[config.mk]
export PLATFORM = sky130hd
export DESIGN_NAME = pos_sub_shifted_seq_flat
export DESIGN_NICKNAME = d
export VERILOG_FILES = /design/src/rtl/pos_sub_shifted_seq_pkg.sv /design/src/rtl/pos_sub_shifted_seq_if.sv /design/src/rtl/pos_sub_chunk.sv /design/src/rtl/pos_sub_shifted_seq.sv /design/src/flat_wrapper.sv
export SDC_FILE = /design/constraint.sdc
export NUM_CORES = 1
export LEC_CHECK = 0
export CAP_MARGIN = 20
export CORE_ASPECT_RATIO = 1.25
export CORE_MARGIN = 3
export CORE_UTILIZATION = 50
export CTS_CLUSTER_SIZE = 25
export DETAILED_ROUTE_END_ITERATION = 8
export PLACE_DENSITY = 0.84
export SLEW_MARGIN = 20
export SYNTH_ARGS = -nofsm -noshare
export SYNTH_HDL_FRONTEND = slang
export SYNTH_HIERARCHICAL = 1
export SYNTH_SLANG_ARGS = --single-unit
[constraint.sdc]
create_clock -name clk -period 3.86 [get_ports clk]
set_input_delay 0.579 -clock clk [delete_from_list [all_inputs] [get_ports clk]]
set_output_delay 0.579 -clock clk [all_outputs]
set_load 0.05 [all_outputs]
[src/rtl/pos_sub_shifted_seq_pkg.sv]
// Shared definitions for the sequential shifted subtractor: FSM encoding and
// elaboration-time sizing helpers, reusable by a future sequential adder.
package pos_sub_shifted_seq_pkg;

    typedef enum logic [1:0] {
        ST_IDLE = 2'd0,
        ST_RUN  = 2'd1,
        ST_DONE = 2'd2
    } state_e;

    function automatic int max_i(input int x, input int y);
        return (x > y) ? x : y;
    endfunction

    function automatic int ceil_div(input int x, input int y);
        return (x + y - 1) / y;
    endfunction

endpackage

[src/rtl/pos_sub_shifted_seq_if.sv]
// Operand/result handshake bundle for pos_sub_shifted_seq; the result width
// follows the same W = max(N_BITS_L, N_BITS_R + SHIFT) rule as the datapath.
interface pos_sub_shifted_seq_if
    import pos_sub_shifted_seq_pkg::*;
#(
    parameter int N_BITS_L = 8,
    parameter int N_BITS_R = 8,
    parameter int SHIFT    = 0
);
    localparam int W = max_i(N_BITS_L, N_BITS_R + SHIFT);

    logic                in_valid;
    logic                in_ready;
    logic [N_BITS_L-1:0] a;
    logic [N_BITS_R-1:0] b;
    logic                out_valid;
    logic                out_ready;
    logic [W-1:0]        c;
    logic                neg;

    modport master (
        output in_valid, a, b, out_ready,
        input  in_ready, out_valid, c, neg
    );

    modport slave (
        input  in_valid, a, b, out_ready,
        output in_ready, out_valid, c, neg
    );
endinterface

[src/rtl/pos_sub_chunk.sv]
// Combinational CHUNK-bit slice of a rippled subtraction: d = x - y - bin,
// bout set when the slice needed to borrow from the next one up.
module pos_sub_chunk #(
    parameter int CHUNK = 4
) (
    input  logic [CHUNK-1:0] x,
    input  logic [CHUNK-1:0] y,
    input  logic             bin,
    output logic [CHUNK-1:0] d,
    output logic             bout
);
    logic [CHUNK:0] diff_s;

    // Extra top bit of the widened difference is the borrow out.
    always_comb begin
        diff_s = {1'b0, x} - {1'b0, y} - {{CHUNK{1'b0}}, bin};
        d      = diff_s[CHUNK-1:0];
        bout   = diff_s[CHUNK];
    end
endmodule

[src/rtl/pos_sub_shifted_seq.sv]
// Multi-cycle c = a - (b << SHIFT), one CHUNK-bit slice per cycle with a
// rippled borrow; neg reports the borrow out of the top result bit.
module pos_sub_shifted_seq
    import pos_sub_shifted_seq_pkg::*;
#(
    parameter int N_BITS_L = 8,
    parameter int N_BITS_R = 8,
    parameter int SHIFT    = 0,
    parameter int CHUNK    = 4
) (
    input  logic                 clk,
    input  logic                 rst,
    pos_sub_shifted_seq_if.slave bus
);
    localparam int W   = max_i(N_BITS_L, N_BITS_R + SHIFT);
    localparam int CW  = (CHUNK < W) ? CHUNK : W;
    localparam int NCH = ceil_div(W, CW);
    localparam int LW  = W - (NCH - 1) * CW;
    localparam int LWI = (LW < CW) ? LW : 0;
    localparam int IW  = $clog2(NCH + 1);

    state_e          state_q;
    logic [IW-1:0]   idx_q;
    logic            borrow_q;
    logic [W-1:0]    a_q;
    logic [W-1:0]    b_q;
    logic [W-1:0]    c_q;
    logic            neg_q;
    logic            in_ready_q;
    logic            out_valid_q;

    logic [W-1:0]    a_ext_s;
    logic [W-1:0]    b_ext_s;
    logic [CW-1:0]   x_s;
    logic [CW-1:0]   y_s;
    logic [CW-1:0]   d_s;
    logic            bout_s;
    logic            last_s;
    logic            last_borrow_s;
    logic [W-1:0]    c_d;

    // Zero-extend operands to W; shifted b leaves its low SHIFT bits clear.
    always_comb begin
        a_ext_s = W'(bus.a);
        b_ext_s = W'(bus.b) << SHIFT;
    end

    // Select the active slice of the captured operands.
    always_comb begin
        x_s = '0;
        y_s = '0;
        for (int i = 0; i < W; i++) begin
            if (i / CW == int'(idx_q)) begin
                x_s[i % CW] = a_q[i];
                y_s[i % CW] = b_q[i];
            end else begin
                x_s[i % CW] = x_s[i % CW];
            end
        end
    end

    pos_sub_chunk #(.CHUNK(CW)) u_chunk (
        .x    (x_s),
        .y    (y_s),
        .bin  (borrow_q),
        .d    (d_s),
        .bout (bout_s)
    );

    // Merge the slice result; a short last slice takes its borrow from bit LW,
    // since its zero padding makes every bit above LW a copy of the borrow.
    always_comb begin
        c_d    = c_q;
        last_s = (idx_q == IW'(NCH - 1));
        for (int i = 0; i < W; i++) begin
            if (i / CW == int'(idx_q)) begin
                c_d[i] = d_s[i % CW];
            end else begin
                c_d[i] = c_q[i];
            end
        end
        if (LW == CW) begin
            last_borrow_s = bout_s;
        end else begin
            last_borrow_s = d_s[LWI];
        end
    end

    // Control FSM with registered handshake outputs and result.
    always_ff @(posedge clk) begin
        if (rst) begin
            state_q     <= ST_IDLE;
            idx_q       <= '0;
            borrow_q    <= 1'b0;
            a_q         <= '0;
            b_q         <= '0;
            c_q         <= '0;
            neg_q       <= 1'b0;
            in_ready_q  <= 1'b1;
            out_valid_q <= 1'b0;
        end else begin
            case (state_q)
                ST_IDLE: begin
                    if (bus.in_valid) begin
                        a_q        <= a_ext_s;
                        b_q        <= b_ext_s;
                        idx_q      <= '0;
                        borrow_q   <= 1'b0;
                        in_ready_q <= 1'b0;
                        state_q    <= ST_RUN;
                    end
                end
                ST_RUN: begin
                    c_q      <= c_d;
                    borrow_q <= bout_s;
                    if (last_s) begin
                        neg_q       <= last_borrow_s;
                        out_valid_q <= 1'b1;
                        state_q     <= ST_DONE;
                    end else begin
                        idx_q <= idx_q + IW'(1);
                    end
                end
                ST_DONE: begin
                    if (bus.out_ready) begin
                        out_valid_q <= 1'b0;
                        in_ready_q  <= 1'b1;
                        state_q     <= ST_IDLE;
                    end
                end
                default: begin
                    state_q     <= ST_IDLE;
                    in_ready_q  <= 1'b1;
                    out_valid_q <= 1'b0;
                end
            endcase
        end
    end

    assign bus.in_ready  = in_ready_q;
    assign bus.out_valid = out_valid_q;
    assign bus.c         = c_q;
    assign bus.neg       = neg_q;

endmodule

[src/flat_wrapper.sv]
// flat-port wrapper written by rule: the top's interface ports become plain ports
module pos_sub_shifted_seq_flat import pos_sub_shifted_seq_pkg::*;
#(
    parameter int N_BITS_L = 8,
    parameter int N_BITS_R = 8,
    parameter int SHIFT    = 0,
    parameter int CHUNK    = 4
)
  (clk, rst, bus_in_valid, bus_a, bus_b, bus_out_ready, bus_in_ready, bus_out_valid, bus_c, bus_neg);
  pos_sub_shifted_seq_if #(.N_BITS_L(N_BITS_L), .N_BITS_R(N_BITS_R), .SHIFT(SHIFT)) bus_i ();
  input  logic clk;
  input  logic rst;
  input wire logic [$bits(bus_i.in_valid)-1:0] bus_in_valid;
  input wire logic [$bits(bus_i.a)-1:0] bus_a;
  input wire logic [$bits(bus_i.b)-1:0] bus_b;
  input wire logic [$bits(bus_i.out_ready)-1:0] bus_out_ready;
  output wire logic [$bits(bus_i.in_ready)-1:0] bus_in_ready;
  output wire logic [$bits(bus_i.out_valid)-1:0] bus_out_valid;
  output wire logic [$bits(bus_i.c)-1:0] bus_c;
  output wire logic [$bits(bus_i.neg)-1:0] bus_neg;
  assign bus_i.in_valid = bus_in_valid;
  assign bus_i.a = bus_a;
  assign bus_i.b = bus_b;
  assign bus_i.out_ready = bus_out_ready;
  assign bus_in_ready = bus_i.in_ready;
  assign bus_out_valid = bus_i.out_valid;
  assign bus_c = bus_i.c;
  assign bus_neg = bus_i.neg;
  pos_sub_shifted_seq #(.N_BITS_L(N_BITS_L), .N_BITS_R(N_BITS_R), .SHIFT(SHIFT), .CHUNK(CHUNK)) u_core (.clk(clk), .rst(rst), .bus(bus_i));
endmodule
# Yosys cells after proc, flatten, opt, wreduce, memory -nomap -nowiden
# Index checks and enable logic that the tools add are counted.
# totals
regBits	32
in_bits	20
# op_classes
add_sub_neg	3
n_eq_ne	8
mux	30
bitwise	2
reduce_logical	12
# op_table
cell	n
$mux W1	20
$reduce_and A3 Y1	4
$mux W2	5
$reduce_and A2 Y1	5
$ne A2 B2 Y1 const B	3
$pmux W1 S3	2
$pmux W2 S3	1
$sub A4 B4 Y5	1
$sub A5 B1 Y5	1
$eq A2 B1 Y1 const B	2
$logic_not A2 Y1	2
$pmux W2 S2	1
$add A2 B1 Y2 const B	1
$eq A2 B2 Y1 const A	1
$eq A2 B2 Y1 const B	1
$ne A2 B1 Y1 const B	1
$not A1 Y1	2
$pmux W1 S2	1
$reduce_bool A2 Y1	1

# Logic depth before layout (Yosys ltp)
# Gate-level depths: netlist of run 1.
# depth
word_depth	6
ltp_mapped	15
ltp_nobuf	13

# By module
# The synthesis of run 1 kept the hierarchy.
# modules_own_cells
mod	instances	cells_each	area_each_um2
pos_sub_shifted_seq	1	164	1330.0
pos_sub_chunk	1	24	207.7

# Worst setup path before layout of run 1
# No wires, ideal clock.
# synth_timing
path_type	reg2reg
start	register u_core.idx_q[1]
end	register u_core.borrow_q
setup_time_ps	70
arrival_time_ps	2721
required_time_ps	3790
slack_ps	1069
stages_incl_launch_ff	15
cell_sequence	dfxtp_1 inv_1 ha_1 clkbuf_1 clkbuf_1 nand2_1 o21ai_0 inv_1 fa_1 fa_1 nand2b_1 a21oi_2 xor2_1 nand3b_1 a21oi_1
# synth_between
elab_chain_len	6
word_cells_on_any_way	21
classes_between	2 x add/sub; 1 x eq/ne; 17 x mux; 1 x reduce/logical
# synth_rtl
element	line	source
from (decl)	pos_sub_shifted_seq.sv:23	logic [IW-1:0] idx_q;
from (signal assigned)	pos_sub_shifted_seq.sv:121	idx_q <= idx_q + IW'(1);
$logic_not A2 Y1	pos_sub_shifted_seq.sv:53	if (i / CW == int'(idx_q)) begin
$mux W1	pos_sub_shifted_seq.sv:53	
$mux W1 *	pos_sub_shifted_seq.sv:53	
via u_core.y_s[0]	pos_sub_shifted_seq.sv:35	logic [CW-1:0] y_s;
$sub A4 B4 Y5 *	pos_sub_chunk.sv:16	diff_s = {1'b0, x} - {1'b0, y} - {{CHUNK{1'b0}}, bin};
$sub A5 B1 Y5 *	pos_sub_chunk.sv:16	
via u_core.bout_s	pos_sub_shifted_seq.sv:37	logic bout_s;
$pmux W1 S2 *	pos_sub_shifted_seq.sv:102	case (state_q)
to (signal assigned)	pos_sub_shifted_seq.sv:115	borrow_q <= bout_s;
to (decl)	pos_sub_shifted_seq.sv:24	logic borrow_q;
# Mark *: on every way through the listed nets, which the timed path passes. The rest lies on a longest branch.
# A chain may end at the register's enable or synchronous reset.

# Final worst setup path of run 1
# Same ends and word-level chain as after synthesis.

==> results of run 1 <==
cell families (layout without fill, tap and decap cells):
group / Yosys count / count (layout)
simple gates: 75 / 75
compound gates: 36 / 36
flops: 32 / 32
buf+inv: 22 / 48
fa+ha+maj: 10 / 10
mux: 9 / 9
xor+xnor: 4 / 4
layout make-up:
| cell class | instances | area, um2 |
|---|---|---|
| timing repair buffer | 30 | 295 |
| clock buffer | 8 | 58.8 |
| fill | 242 | 935 |
| multi-input combinational | 134 | 802 |
| tap | 34 | 42.5 |
| inverter | 10 | 37.5 |
| sequential | 32 | 641 |
report_power, final:
| group | switching, mW | total (mW) | internal, mW |
|---|---|---|---|
| Combinational | 0.121 | 0.213 | 0.0919 |
| Sequential | 0.0176 | 0.372 | 0.354 |
| Clock | 0.102 | 0.192 | 0.0898 |
| Total | 0.241 | 0.777 | 0.536 |
worst min-delay path by stage:
stage | from | to | slack (ns)
after floorplan | u_core/a_q[0] | u_core/a_q[0] | 0.44
after global placement | u_core/a_q[2] | u_core/a_q[2] | 0.45
after detailed placement | u_core/b_q[1] | u_core/b_q[1] | 0.45
after CTS | u_core/b_q[1] | u_core/b_q[1] | 0.46
after global routing | u_core/b_q[1] | u_core/b_q[1] | 0.48
final | u_core/b_q[1] | u_core/b_q[1] | 0.46
per-stage QoR:
step	area (um2)	setup WS, ns	hold WS [ns]
2_1_floorplan	1540	1.07	0.437
3_3_place_gp	1820	1.15	0.447
3_5_place_dp	1820	1.02	0.448
4_1_cts	1880	1.00	0.462
5_1_grt	1880	0.735	0.483
6_report	1880	1.04	0.462
placed cells by master, fill, tap and decap left out, types with 2 or more instances in the layout:
cell type / instances
a21oi_1: 20
clkbuf_1: 2
clkbuf_4: 5
clkdlybuf4s50_1: 29
dfxtp_1: 32
fa_1: 2
ha_1: 8
inv_1: 10
mux2i_1: 9
nand2_1: 50
nand2b_1: 4
nand3b_1: 4
nor2_1: 12
o21ai_0: 10
xor2_1: 4
worst min-delay path, cell delays in order (launching register included):
cell     delay (ns)
dfxtp_1        0.32
nand2_1        0.05
a21oi_1        0.05
registers in the layout (all words and copies together) (netlist names):
name,count
u_core/bus.out_valid,1
u_core/b_q,8
u_core/a_q,8
u_core/idx_q,2
u_core/state_q,2
u_core/bus.neg,1
u_core/bus.c,8
u_core/bus.in_ready,1
u_core/borrow_q,1
metal layers:
layer / part of all wire [%] / track usage [%]
met5: 0 / 0
met1: 41 / 18.1
met3: 4.9 / 5.85
met2: 52 / 32.5
met4: 2.2 / 10.0
==> flow_summary.toml, run 1 <==
[status]
status = "finished clean"

[worst_setup_path]
critPathBufInv = 2
critical_path.max_stage_delay_ns = 0.50
cp_top_family = "adder cells"
critPathLaunch = "u_core/idx_q[1]"
r2r_start = "u_core/idx_q[1]"
r2r_slack_ns = 1.04
crit_path_max_fanout = 20
timing.setup.critical_path_class = "register to register"
arrival_time_worst_endpoint_ns = 3.07
timing.critical_path.depth = 12
r2r_cells = 12
crit_end = "u_core/borrow_q"
critical_path_end_type = "register"
critPathSlowestCell = "ha_1"
timing.critical_path.from_type = "register"
worstPathRequired_ns = 4.12
worstReg2RegEnd = "u_core/borrow_q"
cp_cell_sequence = "inv_1 > ha_1 > nand2_1 > o21ai_0 > inv_1 > fa_1 > fa_1 > nand2b_1 > a21oi_2 > xor2_1 > nand3b_1 > a21oi_1"

[route]
drt_pre_antenna_iters = 5
drt-vias-per-instance = 5.23
dr_total_vias = 1296
wl_per_cell_um = 12.1
drt_first_iter_violations = 29
drt-total-wl_mm = 2.99
antenna_violation_net_count_after_detailed_routing = 0
remaining_drcs = 0

[pwr]
power_density_nw_per_um2 = 414
worst_ir_drop_vdd_v = 0.000276
post-layout-total-power_mw = 0.777
total_leakage_power_nw = 0.768

[timing]
drv_slew = 0
tightestPinTransition_ns = 0.625
min_period_ns = 2.82
timing.fmax_mhz = 355
min_period_over_period_pct = 73.0
finalSetupViolations = 0
tns_ns = 0
relSlewSlack_pct = 57.9
finClkSkew_ns = 0.00322
rsz_0062_raised_after_global_routing = "no"
report.final.hold_viol_count = 0

[logic_synthesis]
synth_commonest_cells = "nand2_1 (50), dfxtp_1 (32), a21oi_1 (20)"
synthDominantAreaCellType = "dfxtp_1"
synth-edff-count = 0
synth_area_leaders = "dfxtp_1 (42%), nand2_1 (12%), a21oi_1 (6.5%)"
yosys-mux-area-fraction_pct = 5.86
yosys_most_used_dff = "dfxtp_1"
share_of_yosys_cell_area_claimed_by_the_top_area_cell_type_pct = 41.7
synth_seq_area_share_pct = 41.7
netlist_instances = 188
ys_async_sr_fraction_pct = 0
post_synthesis_xor_xnor_area_fraction_pct = 2.28
synth_fa_ha_area_share_pct = 9.11
synth.net_count = 218
post_synth_and_or_nand_nor_area_fraction_pct = 22.0
ys_ff_latch = 32
library_cell_with_the_highest_instance_count_after_synthesis = "nand2_1"
largest_family_of_logic_cells_by_synthesized_area = "simple AND/OR/NAND/NOR gates"
ys_warn_count = 6
yosys_cell_types = 26
synth-compound-area-share_pct = 12.9
synth.cell_area_um2 = 1540
avgSynthCellArea_um2 = 8.18

[place]
placement.io_buffers = 30
place.detailed.hpwl_mm = 2.25
gpl.final_weighted_congestion = 0.904
post-place-cells = 240

[floorplanning]
design.die.area_um2 = 3780
die_width_um = 55.6
count_of_boundary_i_o_pins = 31
floorplan.initialDensity_pct = 54.7
die_height_um = 68.0
core.rowCount = 21
core_um2 = 2810

[layout]
syn_to_final_growth_pct = 22.1
antennaDiodeCount = 0
nets = 243
drive_gt1_share_pct = 4.67
final_util_pct = 66.8
final_cell_count_no_fill = 248

[global_routing]
grt_remaining_overflow = 0
first_pass_grt_wire_length_mm = 5.18
grtUsageTotal_pct = 17.8
first_global_vias = 1211
largest_net_degree_at_the_start_of_global_routing = 35
antenna_violations_before_repair = 0

[cts]
path_clk_slew_ns = 0.09
clock_insertion_delay_worst_skew_ns = 0.32
clkSinkCount = 32
cts_max_path_buffers = 2
cts-buffers-inserted = 5
post_cts.repair.setup_buffers = 0
cts.htree.levels = 2
ctsHoldBuffers = 0
root_buffer_cell = "clkbuf_4"
cts_tree = "done"
cts.repair.resized = 0

[worst_hold_path]
min_delay_path_depth = 2
timing.hold.worst.class = "register to register"

[flow_run]
maxCapViolCount = 0
No activity file was read; power rests on OpenSTA's default activity.
==> run 2: changes to the inputs <==
--- a/config.mk
+++ b/config.mk
@@ -8,10 +8,10 @@
 export CAP_MARGIN = 20
 export CORE_ASPECT_RATIO = 1.25
 export CORE_MARGIN = 3
-export CORE_UTILIZATION = 50
+export CORE_UTILIZATION = 45
 export CTS_CLUSTER_SIZE = 25
 export DETAILED_ROUTE_END_ITERATION = 8
-export PLACE_DENSITY = 0.84
+export PLACE_DENSITY = 0.8
 export SLEW_MARGIN = 20
 export SYNTH_ARGS = -nofsm -noshare
 export SYNTH_HDL_FRONTEND = slang
==> constraint.sdc (replaced) <==
create_clock -name clk -period 2.5 [get_ports clk]
set_input_delay 0.375 -clock clk [delete_from_list [all_inputs] [get_ports clk]]
set_output_delay 0.375 -clock clk [all_outputs]
set_load 0.05 [all_outputs]
==> run 2 against run 1 <==
  * Clock-buffer cell count unchanged
  * Via count fell by 0.93%
  * Largest power group unchanged
  * Critical path depth fell by 1
  * Total power is 73% higher
  * Fmax is 22% higher
  * Die area increased by 10%
  * Design area rose by 6.4%
  * Setup slack got worse by 0.85 ns
  * Critical path type unchanged
  * Cell count increased by 3.6%
  * Routed wire length decreased by 0.30%
  * Global-route usage fell by 2.4 points
==> flow_summary.toml, run 2 (same netlist as run 1, synthesis figures left out) <==
[global_routing]
grtUsageTotal_pct = 15.4
grt_remaining_overflow = 0
first_pass_grt_wire_length_mm = 4.96
first_global_vias = 1192
antenna_violations_before_repair = 0
largest_net_degree_at_the_start_of_global_routing = 19

[timing]
rsz_0062_raised_after_global_routing = "no"
finClkSkew_ns = 0.00499
drv_slew = 0
tns_ns = 0
finalSetupViolations = 0
min_period_over_period_pct = 92.4
timing.fmax_mhz = 433
relSlewSlack_pct = 59.0
report.final.hold_viol_count = 0
min_period_ns = 2.31
tightestPinTransition_ns = 0.614

[route]
remaining_drcs = 0
dr_total_vias = 1284
wl_per_cell_um = 11.6
drt-total-wl_mm = 2.98
drt_pre_antenna_iters = 4
drt-vias-per-instance = 5.00
antenna_violation_net_count_after_detailed_routing = 0
drt_first_iter_violations = 16

[status]
status = "finished clean"

[pwr]
worst_ir_drop_vdd_v = 0.000431
combinational_share_of_power_pct = 26.6
clock_power_share_pct = 30.5
power_frac_seq_pct = 42.9
power.share.switching_pct = 30.3
netSwitchingPower_mw = 0.407
power_report.internal_total_mw = 0.934
total_leakage_power_nw = 0.811
power_density_nw_per_um2 = 671

[layout]
drive_gt1_share_pct = 10.5
antennaDiodeCount = 0
final_cell_area_um2 = 2000
n_fill_cell = 292
most_frequent_cells_in_the_layout = "nand2_1 (50), dfxtp_1 (31), clkdlybuf4s50_1 (30)"
mostFrequentLayoutCell = "nand2_1"
syn_to_final_growth_pct = 29.9
nets = 249

[worst_setup_path]
worstPathRequired_ns = 2.72
arrival_time_worst_endpoint_ns = 2.53
crit_path_max_fanout = 4
timing.setup.critical_path_class = "register to register"
timing.critical_path.from_type = "register"
critical_path_end_type = "register"

[place]
post_dp_cell_area_um2 = 1880
placement.io_buffers = 30
gpl.final_weighted_congestion = 0.830
place.detailed.hpwl_mm = 2.20

[cts]
path_clk_slew_ns = 0.06
cts.htree.levels = 2
clock_insertion_delay_worst_skew_ns = 0.29
cts.repair.resized = 0
ctsHoldBuffers = 0
cts-buffers-inserted = 5
cts_tree = "done"
clkSinkCount = 32
post_cts.repair.setup_buffers = 0
root_buffer_cell = "clkbuf_8"
cts_max_path_buffers = 2

[floorplanning]
core.rowCount = 23
die_height_um = 71.4
core_um2 = 3250
floorplan.initialDensity_pct = 47.3
count_of_boundary_i_o_pins = 31
die_width_um = 58.3
design.die.area_um2 = 4160

[worst_hold_path]
timing.hold.worst.class = "register to register"

[flow_run]
maxCapViolCount = 0
## run 2: cell types whose count changed in the layout (fill, tap and decap cells not counted), moves of 2 or more
cell      change
ha_4          +2
fa_1          -2
fa_2          +2
clkbuf_4      -5
inv_2         +2
clkbuf_8      +5
ha_1          -2
buf_4         +6
inv_1         -2
## run 2: power groups by stage
| stage | logic, mW | registers (mW) | clock network, mW |
|---|---|---|---|
| 6_report | 0.357 | 0.575 | 0.409 |
| 5_1_grt | 0.396 | 0.580 | 0.441 |
| 4_1_cts | 0.353 | 0.574 | 0.415 |
| 3_5_place_dp | 0.351 | 0.585 | 0 |
| 3_3_place_gp | 0.341 | 0.583 | 0 |
| 2_1_floorplan | 0.211 | 0.620 | 0 |
## run 2: routing by layer
metal,vias to the layer above,GRT usage (%),part of all wire [%]
met5,-,0,0
li1,676,-,-
met4,0,6.96,1.6
met3,6,5.95,4.3
met1,577,17.6,45
met2,25,25.0,49
## run 2: layout make-up
| cell class | count | area, um2 | share of cell area (%) |
|---|---|---|---|
| Inverter | 10 | 37.5 | 1.88 |
| Tap cell | 37 | 46.3 | 2.32 |
| Clock buffer | 8 | 90.1 | 4.51 |
| Multi-Input combinational cell | 134 | 836 | 41.9 |
| Timing Repair Buffer | 36 | 345 | 17.3 |
| Sequential cell | 32 | 642 | 32.1 |
## run 2: path summary, 6_finish.rpt
kind	from	to	slack, ns	cells past startpoint
max	u_core/idx_q[0]	u_core/borrow_q	0.19	11
min	u_core/b_q[0]	u_core/b_q[0]	0.46	2
max reg2reg	u_core/idx_q[0]	u_core/borrow_q	0.19	11
min reg2reg	u_core/b_q[0]	u_core/b_q[0]	0.46	2
## run 2: worst max-delay path, cell delays in order (launching register included)
cell and delay (ns):
dfxtp_2 0.37, inv_2 0.06, ha_4 0.16, nand2_1 0.06, o21ai_0 0.11, fa_2 0.40
fa_2 0.35, nand2b_1 0.16, a21oi_2 0.15, xor2_1 0.18, nand3b_1 0.11, a21oi_2 0.13
## run 2: metrics by stage
stage / hold WS [ns] / power (mW) / utilization [%] / setup slack (ns) / cells
2_1_floorplan: 0.437 / 0.831 / - / 0.0379 / 188
3_3_place_gp: 0.446 / 0.925 / 57.7 / 0.139 / 249
3_5_place_dp: 0.450 / 0.936 / 57.7 / 0.0540 / 249
4_1_cts: 0.459 / 1.34 / 60.5 / 0.0372 / 257
5_1_grt: 0.480 / 1.42 / 61.4 / 0.00417 / 257
6_report: 0.458 / 1.34 / 61.4 / 0.189 / 257
